[config.mk]
export PLATFORM = sky130hd
export DESIGN_NAME = traffic_lane
export DESIGN_NICKNAME = d
export VERILOG_FILES = /design/src/rtl/traffic_lane.sv
export SDC_FILE = /design/constraint.sdc
export NUM_CORES = 1
export LEC_CHECK = 0
export BUFFER_PORTS_ARGS = -buffer_cell sky130_fd_sc_hd__buf_4
export CAP_MARGIN = 20
export CORE_MARGIN = 8
export CORE_UTILIZATION = 50
export DETAILED_ROUTE_END_ITERATION = 10
export GPL_TIMING_DRIVEN = 0
export PLACE_DENSITY = 0.82
export SETUP_SLACK_MARGIN = 0.1
export SYNTH_ARGS = -nofsm -noshare
export SYNTH_HDL_FRONTEND = slang
export SYNTH_SLANG_ARGS = --single-unit
[constraint.sdc]
create_clock -name frame_clk -period 10.7 [get_ports frame_clk]
set_clock_uncertainty 0.1 [all_clocks]
set_input_delay 2.14 -clock frame_clk [delete_from_list [all_inputs] [get_ports frame_clk]]
set_output_delay 2.14 -clock frame_clk [all_outputs]
set_load 0.01 [all_outputs]
[src/rtl/traffic_lane.sv]
// One Frogger lane: NUM_OBJ equally spaced objects on a wrap-around track with frog hit detection.
// Define LANE_STICKY_HIT_EN to add Hit_Clr and make Lane_Collision a sticky register.
module traffic_lane #(
    parameter int unsigned NUM_OBJ   = 3,
    parameter int unsigned OBJ_W     = 80,
    parameter int unsigned OBJ_H     = 40,
    parameter int unsigned SPACING   = 240,
    parameter int unsigned SCREEN_W  = 640,
    parameter int unsigned STEP      = 10,
    parameter int unsigned X_TOL     = 10,
    parameter int unsigned Y_TOL     = 1,
    parameter int unsigned FROG_SIDE = 40
) (
    input  logic                   Reset,
    input  logic                   frame_clk,
    input  logic [10:0]            Lane_Y,
    input  logic                   Direction,
    input  logic [4:0]             Speed,
    input  logic                   Enable,
    input  logic [10:0]            Frog_X,
    input  logic [10:0]            Frog_Y,
`ifdef LANE_STICKY_HIT_EN
    input  logic                   Hit_Clr,
`endif
    output logic [11*NUM_OBJ-1:0]  Obj_X,
    output logic [10:0]            Obj_Y,
    output logic [10:0]            Obj_W,
    output logic [10:0]            Obj_H,
    output logic                   Move_Strobe,
    output logic [NUM_OBJ-1:0]     Hit_Mask,
    output logic                   Lane_Collision
);

    localparam int unsigned TRACK_L = SCREEN_W + OBJ_W;

    typedef enum logic [1:0] {HOLD, WAIT, MOVE} state_t;

    state_t      state, state_n;
    logic [4:0]  wait_cnt, wait_cnt_n;
    logic        move;
    logic [10:0] pos [NUM_OBJ];

    logic [12:0] fx_l, fx_r, fy_t, fy_b, y_top, y_bot;
    logic        y_hit;

    // Wrap in 12 bits so the stored position always stays inside [0, TRACK_L)
    function automatic logic [10:0] advance(input logic [10:0] p, input logic dir);
        logic [11:0] s;
        if (dir) begin
            s = {1'b0, p} + 12'(STEP);
            if (s >= 12'(TRACK_L))
                s = s - 12'(TRACK_L);
        end else if (p < 11'(STEP)) begin
            s = {1'b0, p} + 12'(TRACK_L) - 12'(STEP);
        end else begin
            s = {1'b0, p} - 12'(STEP);
        end
        return 11'(s);
    endfunction

    always_comb begin
        state_n    = state;
        wait_cnt_n = wait_cnt;
        move       = 1'b0;
        if (!Enable) begin
            state_n    = HOLD;
            wait_cnt_n = '0;
        end else begin
            case (state)
                HOLD: state_n = WAIT;
                WAIT: begin
                    wait_cnt_n = wait_cnt + 5'd1;
                    if (wait_cnt >= Speed)
                        state_n = MOVE;
                end
                MOVE: begin
                    wait_cnt_n = '0;
                    state_n    = WAIT;
                    move       = 1'b1;
                end
                default: state_n = WAIT;
            endcase
        end
    end

    always_ff @(posedge frame_clk or posedge Reset) begin
        if (Reset) begin
            state       <= WAIT;
            wait_cnt    <= '0;
            Move_Strobe <= 1'b0;
            Obj_Y       <= Lane_Y;
            for (int unsigned i = 0; i < NUM_OBJ; i++)
                pos[i] <= 11'(i * SPACING);
        end else begin
            state       <= state_n;
            wait_cnt    <= wait_cnt_n;
            Move_Strobe <= move;
            if (move)
                for (int unsigned i = 0; i < NUM_OBJ; i++)
                    pos[i] <= advance(pos[i], Direction);
        end
    end

    always_comb begin
        Obj_X = '0;
        for (int unsigned i = 0; i < NUM_OBJ; i++)
            Obj_X[11*i +: 11] = pos[i] - 11'(OBJ_W);
    end

    assign Obj_W = 11'(OBJ_W);
    assign Obj_H = 11'(OBJ_H);

    // Hit test in track coordinates; the wrapped segment of a straddling object is off-screen
    always_comb begin
        fx_l  = 13'(Frog_X) + 13'(OBJ_W + X_TOL);
        fx_r  = 13'(Frog_X) + 13'(OBJ_W + FROG_SIDE - X_TOL);
        fy_t  = 13'(Frog_Y) + 13'(Y_TOL);
        fy_b  = 13'(Frog_Y) + 13'(FROG_SIDE - Y_TOL);
        y_top = 13'(Obj_Y);
        y_bot = 13'(Obj_Y) + 13'(OBJ_H);
        y_hit = (fy_t >= y_top && fy_t <= y_bot) || (fy_b >= y_top && fy_b <= y_bot);
        Hit_Mask = '0;
        for (int unsigned i = 0; i < NUM_OBJ; i++)
            Hit_Mask[i] = y_hit &&
                ((fx_l >= 13'(pos[i]) && fx_l <= 13'(pos[i]) + 13'(OBJ_W)) ||
                 (fx_r >= 13'(pos[i]) && fx_r <= 13'(pos[i]) + 13'(OBJ_W)));
    end

`ifdef LANE_STICKY_HIT_EN
    always_ff @(posedge frame_clk or posedge Reset) begin
        if (Reset)
            Lane_Collision <= 1'b0;
        else if (|Hit_Mask)
            Lane_Collision <= 1'b1;
        else if (Hit_Clr)
            Lane_Collision <= 1'b0;
    end
`else
    assign Lane_Collision = |Hit_Mask;
`endif

endmodule
Word level (Yosys, flattened, before mapping)
Index checks and enable logic that the tools add are counted.
{"block": "totals", "ff_bits": 41, "latchBits": 0, "ram_bits": 0, "mem_bits_ro": 0, "inputBits": 42, "elab_cells": 92, "memories": 0}
{"block": "classes", "add_sub_neg": 27, "n_mul": 0, "div": 0, "n_lt_le_gt_ge": 23, "eq_ne": 4, "shift": 0, "mux": 16, "bitwise": 0, "reduce_logical": 16}
{"cell": "two-way mux 11 bit", "n": 9}
{"cell": ">= comparator 12 x 11 -> 1 bit", "n": 8}
{"cell": "subtractor 11 x 4 -> 11 bit (second input constant)", "n": 6}
{"cell": "adder 11 x 7 -> 12 bit (second input constant)", "n": 5}
{"cell": "less-or-equal comparator 12 bit", "n": 5}
{"cell": "less-or-equal comparator 12 x 13 -> 1 bit", "n": 3}
{"cell": "adder 11 x 4 -> 12 bit (second input constant)", "n": 3}
{"cell": ">= comparator 12 x 10 -> 1 bit (second input constant)", "n": 3}
{"cell": "adder 11 x 10 -> 11 bit (second input constant)", "n": 3}
{"cell": "< comparator 11 x 4 -> 1 bit (second input constant)", "n": 3}
{"cell": "subtractor 11 x 10 -> 11 bit (second input constant)", "n": 3}
{"cell": "subtractor 11 x 7 -> 11 bit (second input constant)", "n": 3}
{"cell": "adder 11 x 6 -> 12 bit (second input constant)", "n": 2}
{"cell": "adder 11 x 1 -> 12 bit (second input constant)", "n": 1}
{"cell": "logical AND 1 bit", "n": 11}
{"cell": "case mux 5 bit (2 select lines)", "n": 1}
{"cell": "two-way mux 2 bit", "n": 3}
{"cell": "adder 5 x 1 -> 5 bit (second input constant)", "n": 1}
{"cell": ">= comparator 5 bit", "n": 1}
{"cell": "two-way mux 5 bit", "n": 1}
{"cell": "logical OR 1 bit", "n": 4}
{"cell": "!= test 3 x 1 -> 1 bit (second input constant)", "n": 1}
{"cell": "!= test 3 bit (second input constant)", "n": 1}
{"cell": "OR reduction 3 bit", "n": 1}
{"cell": "other kinds (3)", "n": 4}

Longest topological paths before layout
{"block": "depth", "depth_word": 6, "mapped_depth": 15, "mapped_depth_nobuf": 15}

Least setup slack after synthesis
No wires, ideal clock.
{"block": "synth_timing", "kind": "input to output", "from": "input Frog_X[3]", "to": "output Lane_Collision", "t_arrival_ns": 4.861, "t_required_ns": 8.460, "slack_ns": 3.599, "path_stages": 13, "n_path_buf": 1, "path_cell_list": "buf_2 or3_1 a21oi_1 xnor2_1 ha_1 a21oi_1 o221ai_1 a221oi_1 o211ai_1 a31oi_1 o221ai_1 o41ai_2 nand4bb_1"}
{"block": "synth_via", "elab_chain_len": 6, "elab_cells_between_ends": 27}
{"element": "start, declared", "line_no": "20", "source": "input logic [10:0] Frog_X,"}
{"element": "adder 11 x 7 -> 12 bit, on equally long branches", "line_no": "115, 116"}
{"element": "less-or-equal comparator 12 x 13 -> 1 bit (tied with other cells)", "line_no": "125", "source": "((fx_l >= 13'(pos[i]) && fx_l <= 13'(pos[i]) + 13'(OBJ_W)) ||"}
{"element": "logical AND 1 bit, on equally long branches", "line_no": "125, 126"}
{"element": "logical OR 1 bit (*)", "line_no": "125"}
{"element": "logical AND 1 bit (*)", "line_no": "124", "source": "Hit_Mask[i] = y_hit &&"}
{"element": "via Hit_Mask[1]", "line_no": "30", "source": "output logic [NUM_OBJ-1:0] Hit_Mask,"}
{"element": "OR reduction 3 bit (*)", "line_no": "139", "source": "assign Lane_Collision = |Hit_Mask;"}
{"element": "end, declared", "line_no": "31", "source": "output logic Lane_Collision"}
Mark *: on every way through the listed nets, which the timed path passes. The rest lies on a longest branch.

Final worst setup path
{"block": "layout_timing", "from": "input Frog_X[1]", "to": "output Lane_Collision"}
{"block": "layout_via", "elab_chain_len": 6, "elab_cells_between_ends": 27}
{"element": "adder 11 x 7 -> 12 bit, on equally long branches", "line_no": "115, 116"}
{"element": "less-or-equal comparator 12 x 13 -> 1 bit (tied with other cells)", "line_no": "125"}
{"element": "logical AND 1 bit, on equally long branches", "line_no": "125, 126"}
{"element": "logical OR 1 bit", "line_no": "125"}
{"element": "logical AND 1 bit", "line_no": "124"}
{"element": "OR reduction 3 bit (*)", "line_no": "139"}
Every way passes the cells marked *; elsewhere a longest branch is shown, timed or not.

==> summary.md <==
| Metric | Value |
|---|---|
| Status | `completed` |
| Crit path time final | `around 8 ns` |
| Gp weighted congestion | `a little under 1` |
| R2R depth | `11` |
| Worst-path maximum fanout | `9` |
| Clock transition at path regs | `about 0.050 ns` |
| Die width | `about 140 µm` |
| N_diodes | `0` |
| Port Buffer Count | `60` |
| CP max-delay cell | `xor2_1` |
| Setup slack, reg-to-reg | `7.39 ns` |
| Final Cell Area | `approximately 8600 µm²` |
| Initial antenna violation count | `0` |
| Area grow syn2layout | `12.6%` |
| Via density | `between 6 and 7` |
| Total GRT Usage | `0.225` |
| FP Rows | `45` |
| Die area | `between 15000 and 20000 µm²` |
| CP cell instances | `buf_4 -> inv_1 -> ha_1 -> nand2b_4 -> nand2_1 -> xor2_1 -> ha_1 -> a21o_1 -> a21o_1 -> a21oi_1 -> o21ai_0 -> a221oi_1 -> a211oi_1 -> o41ai_2 -> nand4bb_1 -> buf_4` |
| Top post-synthesis cells by count | `ha_1 (131), o21ai_0 (76), xnor2_1 (75)` |
| Total CTS buffers | `5` |
| Main synth FF type | `dfrtp_1` |
| IO Pins | `about 110` |
| P_leak | `~3.9 nW` |
| Largest net degree at the start of global routing | `39` |
| Initial DRC Count | `just under 700` |
| Min-delay worst type | `register to register` |
| Largest cells by area after synthesis | `ha_1 (21%), dfrtp_1 (9.5%), xnor2_1 (8.6%)` |
| Root buffer cell | `clkbuf_16` |
| Hold Path Cell Cnt | `2` |
| Synth Warn # | `11` |
| DR vias | `between 7000 and 8000` |
| H-tree Lvls | `2` |
| Worst Setup Slack, final | `between 2 and 3 ns` |
| Detailed-route wire length | `around 23000 µm` |
| Relative slew slack | `0.268` |
| Core ar. | `15100 µm²` |
| Worst path arrival time | `5.73 ns` |
| Seq cells post-synth | `38` |
| Post-synthesis sequential area ratio | `0.126` |
| Mean Syn Cell Area | `7.78 µm²` |
| Fillers | `~1400` |
| CP Launch Type | `input pin` |
| Pwr/cell area | `around 150 nW/µm²` |
| Hpwl dp | `approximately 18000 µm` |
| Postcts setup bufs | `0` |
| Count leader, synth | `ha_1` |
| FF-to-FF End | `pos[18]$_DFFE_PP1P_` |
| Endpoints failing hold | `0` |
| Post-synthesis cell type count | `87` |
| Synth Instances | `around 990` |
| Final setup violation count | `0` |
| Max Fclk | `between 0.1 and 0.15 GHz` |
| Final period util | `0.745` |
| Final TNS setup | `0 ns` |
| Reg2Reg Launch Point | `pos[12]$_DFFE_PP0P_` |
| DRT antenna net count | `0` |
| Synth async-reset ratio | `1.00` |
| Critical path endpoint category | `primary output` |
| Clk sinks | `38` |
| Routed wire per std cell | `17.7 µm` |
| Critical hold path startpoint | `pos[16]$_DFFE_PP1P_` |
| Buf/Inv on CP | `3` |
| Vias in the first global route | `roughly 7300` |
| Worst path max stage delay | `roughly 0.67 ns` |
| CTS Buffer Depth | `2` |
| Synth top area share | `0.214` |
| Slew Viols, Final | `0` |
| TritonRoute pass-1 iters | `5` |
| First-pass GRT wire length | `between 30000 and 40000 µm` |
| Post-synth EDFFs | `0` |
| Max cap viols | `0` |
| Clock tree from TritonCTS | `yes` |
| Worst Setup Path Type | `input pin to primary output` |
| Initial core utilization | `0.508` |
| Number of gates resized after cts | `0` |
| Worst slew pin tran | `~1.1 ns` |
| # nets final | `~1300` |
| Placed cell areas | `8480 µm²` |
| Placement Setup Slack | `about 2.7 ns` |
| Delay-heaviest family, CP | `compound AO/OA/AOI/OAI gates` |
| Hold EP | `pos[16]$_DFFE_PP1P_` |
| CTS hold repair buffers | `0` |
| Share of layout cells above drive strength 1 | `0.157` |
| Area leader, netlist | `ha_1` |
| Required time worst endpoint | `around 8.5 ns` |
| Unrepaired setup endpoints after global routing | `false` |
| Cell area after synthesis | `around 7700 µm²` |
| Clock latency on the worst-skew pair | `roughly 0.28 ns` |
| Die height | `between 100 and 150 µm` |
| DR DRC count | `0` |
| Worst IR Drop VDD | `between 0.08 and 0.09 mV` |
| GRT Residual Overflow | `0` |
[per-layer routing]
metal,share of wire,up-vias,GRT usage
met5,0,-,0
met4,0.040,0,0.0949
met3,0.087,63,0.0383
met2,0.44,412,0.360
met1,0.43,3601,0.293
li1,-,3718,-
[tightest hold or removal path, stage by stage, from the launching register on]
cell	delay [ns]
dfstp_2	0.42
nand2_1	0.07
o221ai_1	0.10
[placed cells by master, fill, tap and decap left out, types with 11 or more instances in the layout]
cell type	netlist	routed
nand4_1	14	14
xnor2_1	75	75
nand2_1	63	63
a21o_1	15	15
nor4_1	12	12
nor2b_1	15	15
ha_1	131	131
clkbuf_1	21	22
a31oi_1	13	13
dfrtp_1	29	29
xor2_1	17	17
o21ai_0	76	76
a21oi_1	64	64
nor2_1	65	65
a211oi_1	11	11
nand3_1	29	29
conb_1	2	36
buf_4	46	106
inv_1	61	60
nor3_1	17	17
o211ai_1	13	13
[cell families (layout without fill, tap and decap cells)]
group	count (synthesis)	after routing	synth area share
adders and majority gates	131	131	0.214
AOI/OAI and AO/OA	282	282	0.248
xor gates and xnor gates	93	93	0.107
DFF	38	38	0.126
and+or+nand+nor	274	274	0.185
buffers and inverters	158	227	0.111
muxes	7	7	0.00914
other	2	36	0.000980
[report_power, final]
group / switching (mW) / internal [mW] / total [mW]
clock network: 0.0568 / 0.0923 / 0.149
logic: 0.529 / 0.381 / 0.910
registers: 0.0353 / 0.171 / 0.206
total: 0.621 / 0.644 / 1.27
[how the worst max path moves through the flow]
stage / slack (ns) / cells after the start / startpoint / end
after floorplan: 3.60 / 13 / Frog_X[3] / Lane_Collision
after global placement: 2.86 / 16 / Frog_X[1] / Lane_Collision
after detailed placement: 2.73 / 16 / Frog_X[1] / Lane_Collision
after CTS: 2.77 / 16 / Frog_X[1] / Lane_Collision
after global routing: 2.50 / 16 / Frog_X[1] / Lane_Collision
final: 2.73 / 16 / Frog_X[1] / Lane_Collision
[registers in the layout (all words and copies together), names as in the netlist]
register,cells
Move_Strobe,1
pos,30
state,2
wait_cnt,5
[cell type report]
type / instances / area (µm²) / share of cell area
multi-input combinational: 823 / 5980 / 0.693
sequential: 38 / 962 / 0.111
buffer: 89 / 589 / 0.0683
timing repair buffer: 61 / 454 / 0.0526
inverter: 69 / 259 / 0.0300
tap: 188 / 235 / 0.0273
clock buffer: 7 / 143 / 0.0165
clock inverter: 1 / 5.00 / 0.000580
[stage by stage]
step	total power, mW	hold WS (ns)	std cells	util
finish	1.27	0.506	1276	0.572
global placement	1.08	0.487	1267	0.562
global route	1.38	0.526	1276	0.572
detailed placement	1.09	0.491	1268	0.562
floorplan	0.855	0.445	1019	-
CTS	1.25	0.499	1276	0.572
No activity file was read; power rests on OpenSTA's default activity.
